$ cat src/rtl/jtopll_wrq.sv
// jtopll_wrq: CPU register-write queue and decoder for the OPLL-family FM core.
// Latency: a data write at edge N with cenop at N+1 gives an update pulse after edge N+2.
// Backpressure: busy is advisory only; a data write to a full queue (no pop) is dropped and sets overflow.
module jtopll_wrq #(
  parameter int CHANNELS  = 9,
  parameter int DEPTH     = 4,
  parameter int ADDR_WAIT = 12,
  parameter int DATA_WAIT = 84
) (
  input  logic       clk,
  input  logic       rst_n,
  input  logic       cenop,
  input  logic       write,
  input  logic       addr,
  input  logic [7:0] din,
  output logic       busy,
  output logic       overflow,
  output logic       upd_valid,
  output logic [7:0] upd_din,
  output logic [3:0] sel_ch,
  output logic [1:0] sel_group,
  output logic [2:0] sel_sub,
  output logic       up_original,
  output logic       up_fnumlo,
  output logic       up_fnumhi,
  output logic       up_inst,
  output logic       up_rhy,
  output logic       am_dep,
  output logic       vib_dep,
  output logic       rhy_en,
  output logic [4:0] rhy_kon
);

  localparam int AW   = (DEPTH > 1) ? $clog2(DEPTH) : 1;
  localparam int CW   = AW + 1;
  localparam int WMAX = (ADDR_WAIT > DATA_WAIT) ? ADDR_WAIT : DATA_WAIT;
  localparam int TW   = (WMAX < 2) ? 1 : $clog2(WMAX + 1);
  localparam logic [4:0]    CH_LIMIT = 5'(CHANNELS);
  localparam logic [CW-1:0] FULL_CNT = CW'(DEPTH);

  // Register selected by the last address write; tags every queued data byte
  logic [7:0]    selreg;

  // Queue storage: {register, data} per entry
  logic [15:0]   mem [DEPTH];
  logic [AW-1:0] wr_ptr;
  logic [AW-1:0] rd_ptr;
  logic [CW-1:0] count;
  logic [CW-1:0] count_nxt;
  logic          full;
  logic          full_nxt;
  logic          empty;

  logic          addr_wr;
  logic          data_wr;
  logic          push;
  logic          pop;

  logic [TW-1:0] timer;
  logic [TW-1:0] timer_nxt;

  // Entry popped this cycle, decoded on the following edge
  logic          stage_valid;
  logic [7:0]    stage_reg;
  logic [7:0]    stage_din;
  logic          is_chan;
  logic [4:0]    chan_info;

  assign addr_wr = write & ~addr;
  assign data_wr = write & addr;
  assign full    = (count == FULL_CNT);
  assign empty   = (count == '0);
  assign pop     = cenop & ~empty;
  // A full queue still accepts a write when a slot frees in the same clk
  assign push    = data_wr & (~full | pop);

  // Channel registers: 0x1n/0x2n/0x3n with n inside the configured channel range
  assign is_chan = (stage_reg[7:4] >= 4'h1) && (stage_reg[7:4] <= 4'h3) &&
                   ({1'b0, stage_reg[3:0]} < CH_LIMIT);

  // Channel to {group, subslot}; groups beyond 3 saturate
  function automatic logic [4:0] chan_map(input logic [3:0] ch);
    case (ch)
      4'd0:    chan_map = {2'd0, 3'd0};
      4'd1:    chan_map = {2'd0, 3'd1};
      4'd2:    chan_map = {2'd0, 3'd2};
      4'd3:    chan_map = {2'd1, 3'd0};
      4'd4:    chan_map = {2'd1, 3'd1};
      4'd5:    chan_map = {2'd1, 3'd2};
      4'd6:    chan_map = {2'd2, 3'd0};
      4'd7:    chan_map = {2'd2, 3'd1};
      4'd8:    chan_map = {2'd2, 3'd2};
      4'd9:    chan_map = {2'd3, 3'd0};
      4'd10:   chan_map = {2'd3, 3'd1};
      4'd11:   chan_map = {2'd3, 3'd2};
      4'd12:   chan_map = {2'd3, 3'd0};
      4'd13:   chan_map = {2'd3, 3'd1};
      4'd14:   chan_map = {2'd3, 3'd2};
      default: chan_map = {2'd3, 3'd0};
    endcase
  endfunction

  assign chan_info = chan_map(stage_reg[3:0]);

  // Next occupancy from the push/pop pair
  always_comb begin
    count_nxt = count;
    case ({push, pop})
      2'b10:   count_nxt = count + CW'(1);
      2'b01:   count_nxt = count - CW'(1);
      default: count_nxt = count;
    endcase
  end

  assign full_nxt = (count_nxt == FULL_CNT);

  // Write-wait timer: a new write restarts it, otherwise count down to zero
  always_comb begin
    timer_nxt = timer;
    if (addr_wr) begin
      timer_nxt = TW'(ADDR_WAIT);
    end else if (data_wr) begin
      timer_nxt = TW'(DATA_WAIT);
    end else if (timer != '0) begin
      timer_nxt = timer - TW'(1);
    end
  end

  // Queue pointers, selected register, wait timer and status flags
  always_ff @(posedge clk or negedge rst_n) begin
    if (!rst_n) begin
      selreg   <= 8'h00;
      wr_ptr   <= '0;
      rd_ptr   <= '0;
      count    <= '0;
      timer    <= '0;
      busy     <= 1'b0;
      overflow <= 1'b0;
    end else begin
      if (addr_wr) selreg <= din;
      if (push)    wr_ptr <= wr_ptr + AW'(1);
      if (pop)     rd_ptr <= rd_ptr + AW'(1);
      count <= count_nxt;
      timer <= timer_nxt;
      busy  <= (timer_nxt != '0) | full_nxt;
      if (data_wr && !push) overflow <= 1'b1;
    end
  end

  // Queue storage needs no reset; occupancy is tracked by count
  always_ff @(posedge clk) begin
    if (push) mem[wr_ptr] <= {selreg, din};
  end

  // Capture the head entry on a drain slot
  always_ff @(posedge clk or negedge rst_n) begin
    if (!rst_n) begin
      stage_valid <= 1'b0;
      stage_reg   <= 8'h00;
      stage_din   <= 8'h00;
    end else begin
      stage_valid <= pop;
      if (pop) {stage_reg, stage_din} <= mem[rd_ptr];
    end
  end

  // Decode the staged entry: one-cycle strobes, held selects and rhythm state
  always_ff @(posedge clk or negedge rst_n) begin
    if (!rst_n) begin
      upd_valid   <= 1'b0;
      upd_din     <= 8'h00;
      sel_ch      <= 4'h0;
      sel_group   <= 2'd0;
      sel_sub     <= 3'd0;
      up_original <= 1'b0;
      up_fnumlo   <= 1'b0;
      up_fnumhi   <= 1'b0;
      up_inst     <= 1'b0;
      up_rhy      <= 1'b0;
      am_dep      <= 1'b0;
      vib_dep     <= 1'b0;
      rhy_en      <= 1'b0;
      rhy_kon     <= 5'd0;
    end else begin
      upd_valid   <= stage_valid;
      up_original <= 1'b0;
      up_fnumlo   <= 1'b0;
      up_fnumhi   <= 1'b0;
      up_inst     <= 1'b0;
      up_rhy      <= 1'b0;
      if (stage_valid) begin
        upd_din <= stage_din;
        if (stage_reg < 8'h08) begin
          up_original <= 1'b1;
          sel_sub     <= stage_reg[2:0];
        end else if (is_chan) begin
          up_fnumlo <= (stage_reg[7:4] == 4'h1);
          up_fnumhi <= (stage_reg[7:4] == 4'h2);
          up_inst   <= (stage_reg[7:4] == 4'h3);
          sel_ch    <= stage_reg[3:0];
          sel_group <= chan_info[4:3];
          sel_sub   <= chan_info[2:0];
        end else if (stage_reg == 8'h0E) begin
          up_rhy  <= 1'b1;
          am_dep  <= stage_din[7];
          vib_dep <= stage_din[6];
          rhy_en  <= stage_din[5];
          rhy_kon <= stage_din[4:0];
        end
      end
    end
  end

endmodule
$ cat config.mk
export PLATFORM = sky130hd
export DESIGN_NAME = jtopll_wrq
export DESIGN_NICKNAME = d
export VERILOG_FILES = /design/src/rtl/jtopll_wrq.sv
export SDC_FILE = /design/constraint.sdc
export NUM_CORES = 1
export LEC_CHECK = 0
export CORE_ASPECT_RATIO = 1.4
export CORE_MARGIN = 3
export CORE_UTILIZATION = 46
export CTS_BUF_LIST = sky130_fd_sc_hd__clkbuf_4
export CTS_CLUSTER_DIAMETER = 120
export CTS_CLUSTER_SIZE = 40
export DETAILED_ROUTE_END_ITERATION = 6
export GPL_TIMING_DRIVEN = 1
export PLACE_DENSITY = 0.64
export RECOVER_POWER = 50
export SYNTH_ARGS = -nofsm -noshare
export SYNTH_HDL_FRONTEND = slang
export SYNTH_SLANG_ARGS = --single-unit
$ cat constraint.sdc
create_clock -name clk -period 2.6 [get_ports clk]
set_input_delay 0.52 -clock clk [delete_from_list [all_inputs] [get_ports clk]]
set_output_delay 0.52 -clock clk [all_outputs]
set_load 0.01 [all_outputs]
==> impl_metrics.env <==
export IMPL_syn2layout_area_growth_pct=20.3
export IMPL_cp_cell_sequence="clkdlybuf4s50_1 -> nor4b_4 -> nor2_2 -> inv_1 -> ha_1 -> inv_1 -> fa_2 -> xor2_2 -> xor2_1 -> nor3_1 -> or4_1"
export IMPL_fin_crit_sh_pct=96.1
export IMPL_finalNetCount=457
export IMPL_synth_cell_area_sq_um=5480
export IMPL_regMostFlops="mem"
export IMPL_slowest_stage="clkdlybuf4s50_1"
export IMPL_cts_tree="yes"
export IMPL_postSynthCellCount=361
export IMPL_die_y_um=135
export IMPL_avgSynthCellArea_sq_um=15.2
export IMPL_ir_drop_mv=0.417
export IMPL_hold_viol_final=0
export IMPL_core_area_sq_um=11500
export IMPL_htree_num_levels=4
export IMPL_maxSlewViolCount=0
export IMPL_drtPass1Iterations=5
export IMPL_wirelength_um=9720
export IMPL_grt_overflow_total=0
export IMPL_crit_top_cell="inv_1"
export IMPL_drt_wirelength_per_cell_um=16.5
export IMPL_setup_viol=0
export IMPL_status="finished, final reports clean"
export IMPL_syn_nets=386
export IMPL_cpPeakStageDelay_ns=0.46
export IMPL_synth_edf_count=64
export IMPL_tightest_slew_ns=1.29
export IMPL_finalWorstSetupSlack_ns=0.102
export IMPL_insertion_delay_ns=0.52
export IMPL_dieArea_sq_um=13300
export IMPL_period_needed_ns=2.50
export IMPL_drcViolationCount=0
export IMPL_first_global_vias=3291
export IMPL_ant_nets=0
export IMPL_critPathTopFamily="simple AND/OR/NAND/NOR gates"
export IMPL_required_ns=2.99
export IMPL_grt_pass1_wl_um=16400
export IMPL_startpoint_type="input pin"
export IMPL_clock_fmax_mhz=400
export IMPL_clkTransAtPathRegs_ns=0.10
export IMPL_powerDensity_nw_per_um2=1080
export IMPL_largest_reg_flops=64
export IMPL_vias=3134
export IMPL_cp_data_arrival_time_ns=2.89
export IMPL_ios=46
export IMPL_grt_use_total_pct=16.1
export IMPL_cts_root_buf="clkbuf_4"
export IMPL_yosysWarnings=0
export IMPL_numPortBuffers=45
export IMPL_holdCritPathClass="reg -> reg"
export IMPL_cts_buffers=17
export IMPL_slew_headroom_pct=13.9
export IMPL_async_flop_share_pct=52.9
export IMPL_place_area_sq_um=6200
export IMPL_clock_skew_ns=0.0135
export IMPL_gp_congestion=0.794
export IMPL_diodes=0
export IMPL_ys_flop_type="dfrtp_1"
export IMPL_end_kind="register"
export IMPL_design_area_sq_um=6600
export IMPL_yosysSeqAreaShare_pct=67.9
export IMPL_cts_buffer_depth=2
export IMPL_critical_path_class="in -> reg"
export IMPL_row_count=46
export IMPL_crit_fanout=2
export IMPL_first_iter_violations=173
export IMPL_dp_hpwl_um=6470
export IMPL_clock_sinks=136
export IMPL_setup_tns_ns=0
export IMPL_antenna_found_initial=0
export IMPL_yosysUniqueCellTypes=48
export IMPL_die_w_um=98.3
export IMPL_layout_drive_gt1_share_pct=23.4
export IMPL_cp_buffers_inverters=3
export IMPL_maxCapViolations=0
export IMPL_p_leak_uw=0.00262
export IMPL_vias_per_cell=5.32
export IMPL_pre_cts_ws_ns=-0.501
export IMPL_initial_core_util_pct=47.6
export IMPL_grt_max_degree=27
export IMPL_ys_ff_latch=136
[final timing paths]
path | start | to | slack (ns) | cells past startpoint
setup / recovery | cenop | busy | 0.10 | 11
hold / removal | overflow | overflow | 0.47 | 1
setup reg to reg | count[0] | busy | 0.18 | 10
hold reg to reg | overflow | overflow | 0.47 | 1
max in group asynchronous | rst_n | selreg[7] | 0.49 | 3
min in group asynchronous | rst_n | sel_ch[2] | 0.79 | 2
[synthesized netlist by cell type, types with 3 or more instances]
master / n / area share [%]
dfrtp_1: 72 / 33
edfxtp_1: 64 / 35
nand2_1: 55 / 3.8
mux2_2: 30 / 6.2
mux4_2: 16 / 6.6
nor2_1: 14 / 0.96
inv_1: 13 / 0.89
ha_1: 11 / 2.5
a21oi_1: 6 / 0.55
clkbuf_1: 6 / 0.41
o21ai_0: 6 / 0.55
and2_1: 5 / 0.57
xnor2_1: 5 / 0.80
xor2_1: 5 / 0.80
a211oi_1: 4 / 0.55
buf_2: 4 / 0.37
or4_1: 4 / 0.55
nand4_1: 3 / 0.34
nor2b_1: 3 / 0.34
[placed cells by master (no fill, tap or decap), types with 6 or more instances in the layout]
master and instances:
clkdlybuf4s50_1 36, dlygate4sd3_1 9, mux4_2 16, ha_1 11
nand2_1 55, mux2_2 30, bufinv_16 7, o21ai_0 6
edfxtp_1 64, dfrtp_1 71, nor2_1 13, inv_1 13
a21oi_1 6, clkbuf_4 18, buf_4 13
[worst register-to-register path, delay by kind of cell, from the launching register on]
family,cells,cell delay (ns)
flip-flops,1,0.42
adder cells (fa/ha/maj),2,0.52
buffers and inverters,2,0.13
XOR/XNOR,2,0.31
AND/OR/NAND/NOR,4,0.92
[timing repair]
action,4_1_cts,5_1_grt
hold buffers,1,0
endpoints found under the setup margin,1,1
pin swaps,1,2
buffers inserted,2,0
hold endpoints to repair,24,0
resized for setup,2,4
[stage by stage]
| step | hold slack, ns | power, uW | util [%] | std cells |
|---|---|---|---|---|
| after detailed placement | 0.456 | 5400 | 53.9 | 554 |
| after global routing | 0.497 | 7620 | 57.3 | 589 |
| after floorplan | 0.224 | 4530 | - | 361 |
| after global placement | 0.452 | 5310 | 53.9 | 554 |
| final | 0.473 | 7150 | 57.3 | 589 |
| after CTS | 0.481 | 7250 | 57.6 | 589 |
[cell type report]
cell class,instances,area (sq um)
fillers,971,4910
flip-flops and latches,136,3720
multi-input cells,199,1680
repair buffers,65,577
clock inverters,14,253
well taps,144,180
clock buffers,18,135
inverters,13,48.8
[cells by family after synthesis]
| kind of cell | synth area share (%) |
|---|---|
| adders and majority gates | 2.88 |
| xor gates and xnor gates | 1.60 |
| and+or+nand+nor | 8.42 |
| DFF | 67.9 |
| AOI/OAI and AO/OA | 4.06 |
| buffers and inverters | 2.01 |
| muxes | 13.1 |
[power by group]
| part | internal, uW | total [uW] | switching (uW) |
|---|---|---|---|
| combinational | 1160 | 2150 | 993 |
| clock | 1060 | 1790 | 731 |
| sequential | 2790 | 3210 | 425 |
[metal layers]
layer	global-route usage [%]	part of all wire [%]	wire length, um
met5	0	0	0
met2	27.1	54	5250
met3	5.92	4.6	445
met4	6.38	2.0	199
met1	18.9	39	3830
(Power assumes the default switching activity.)
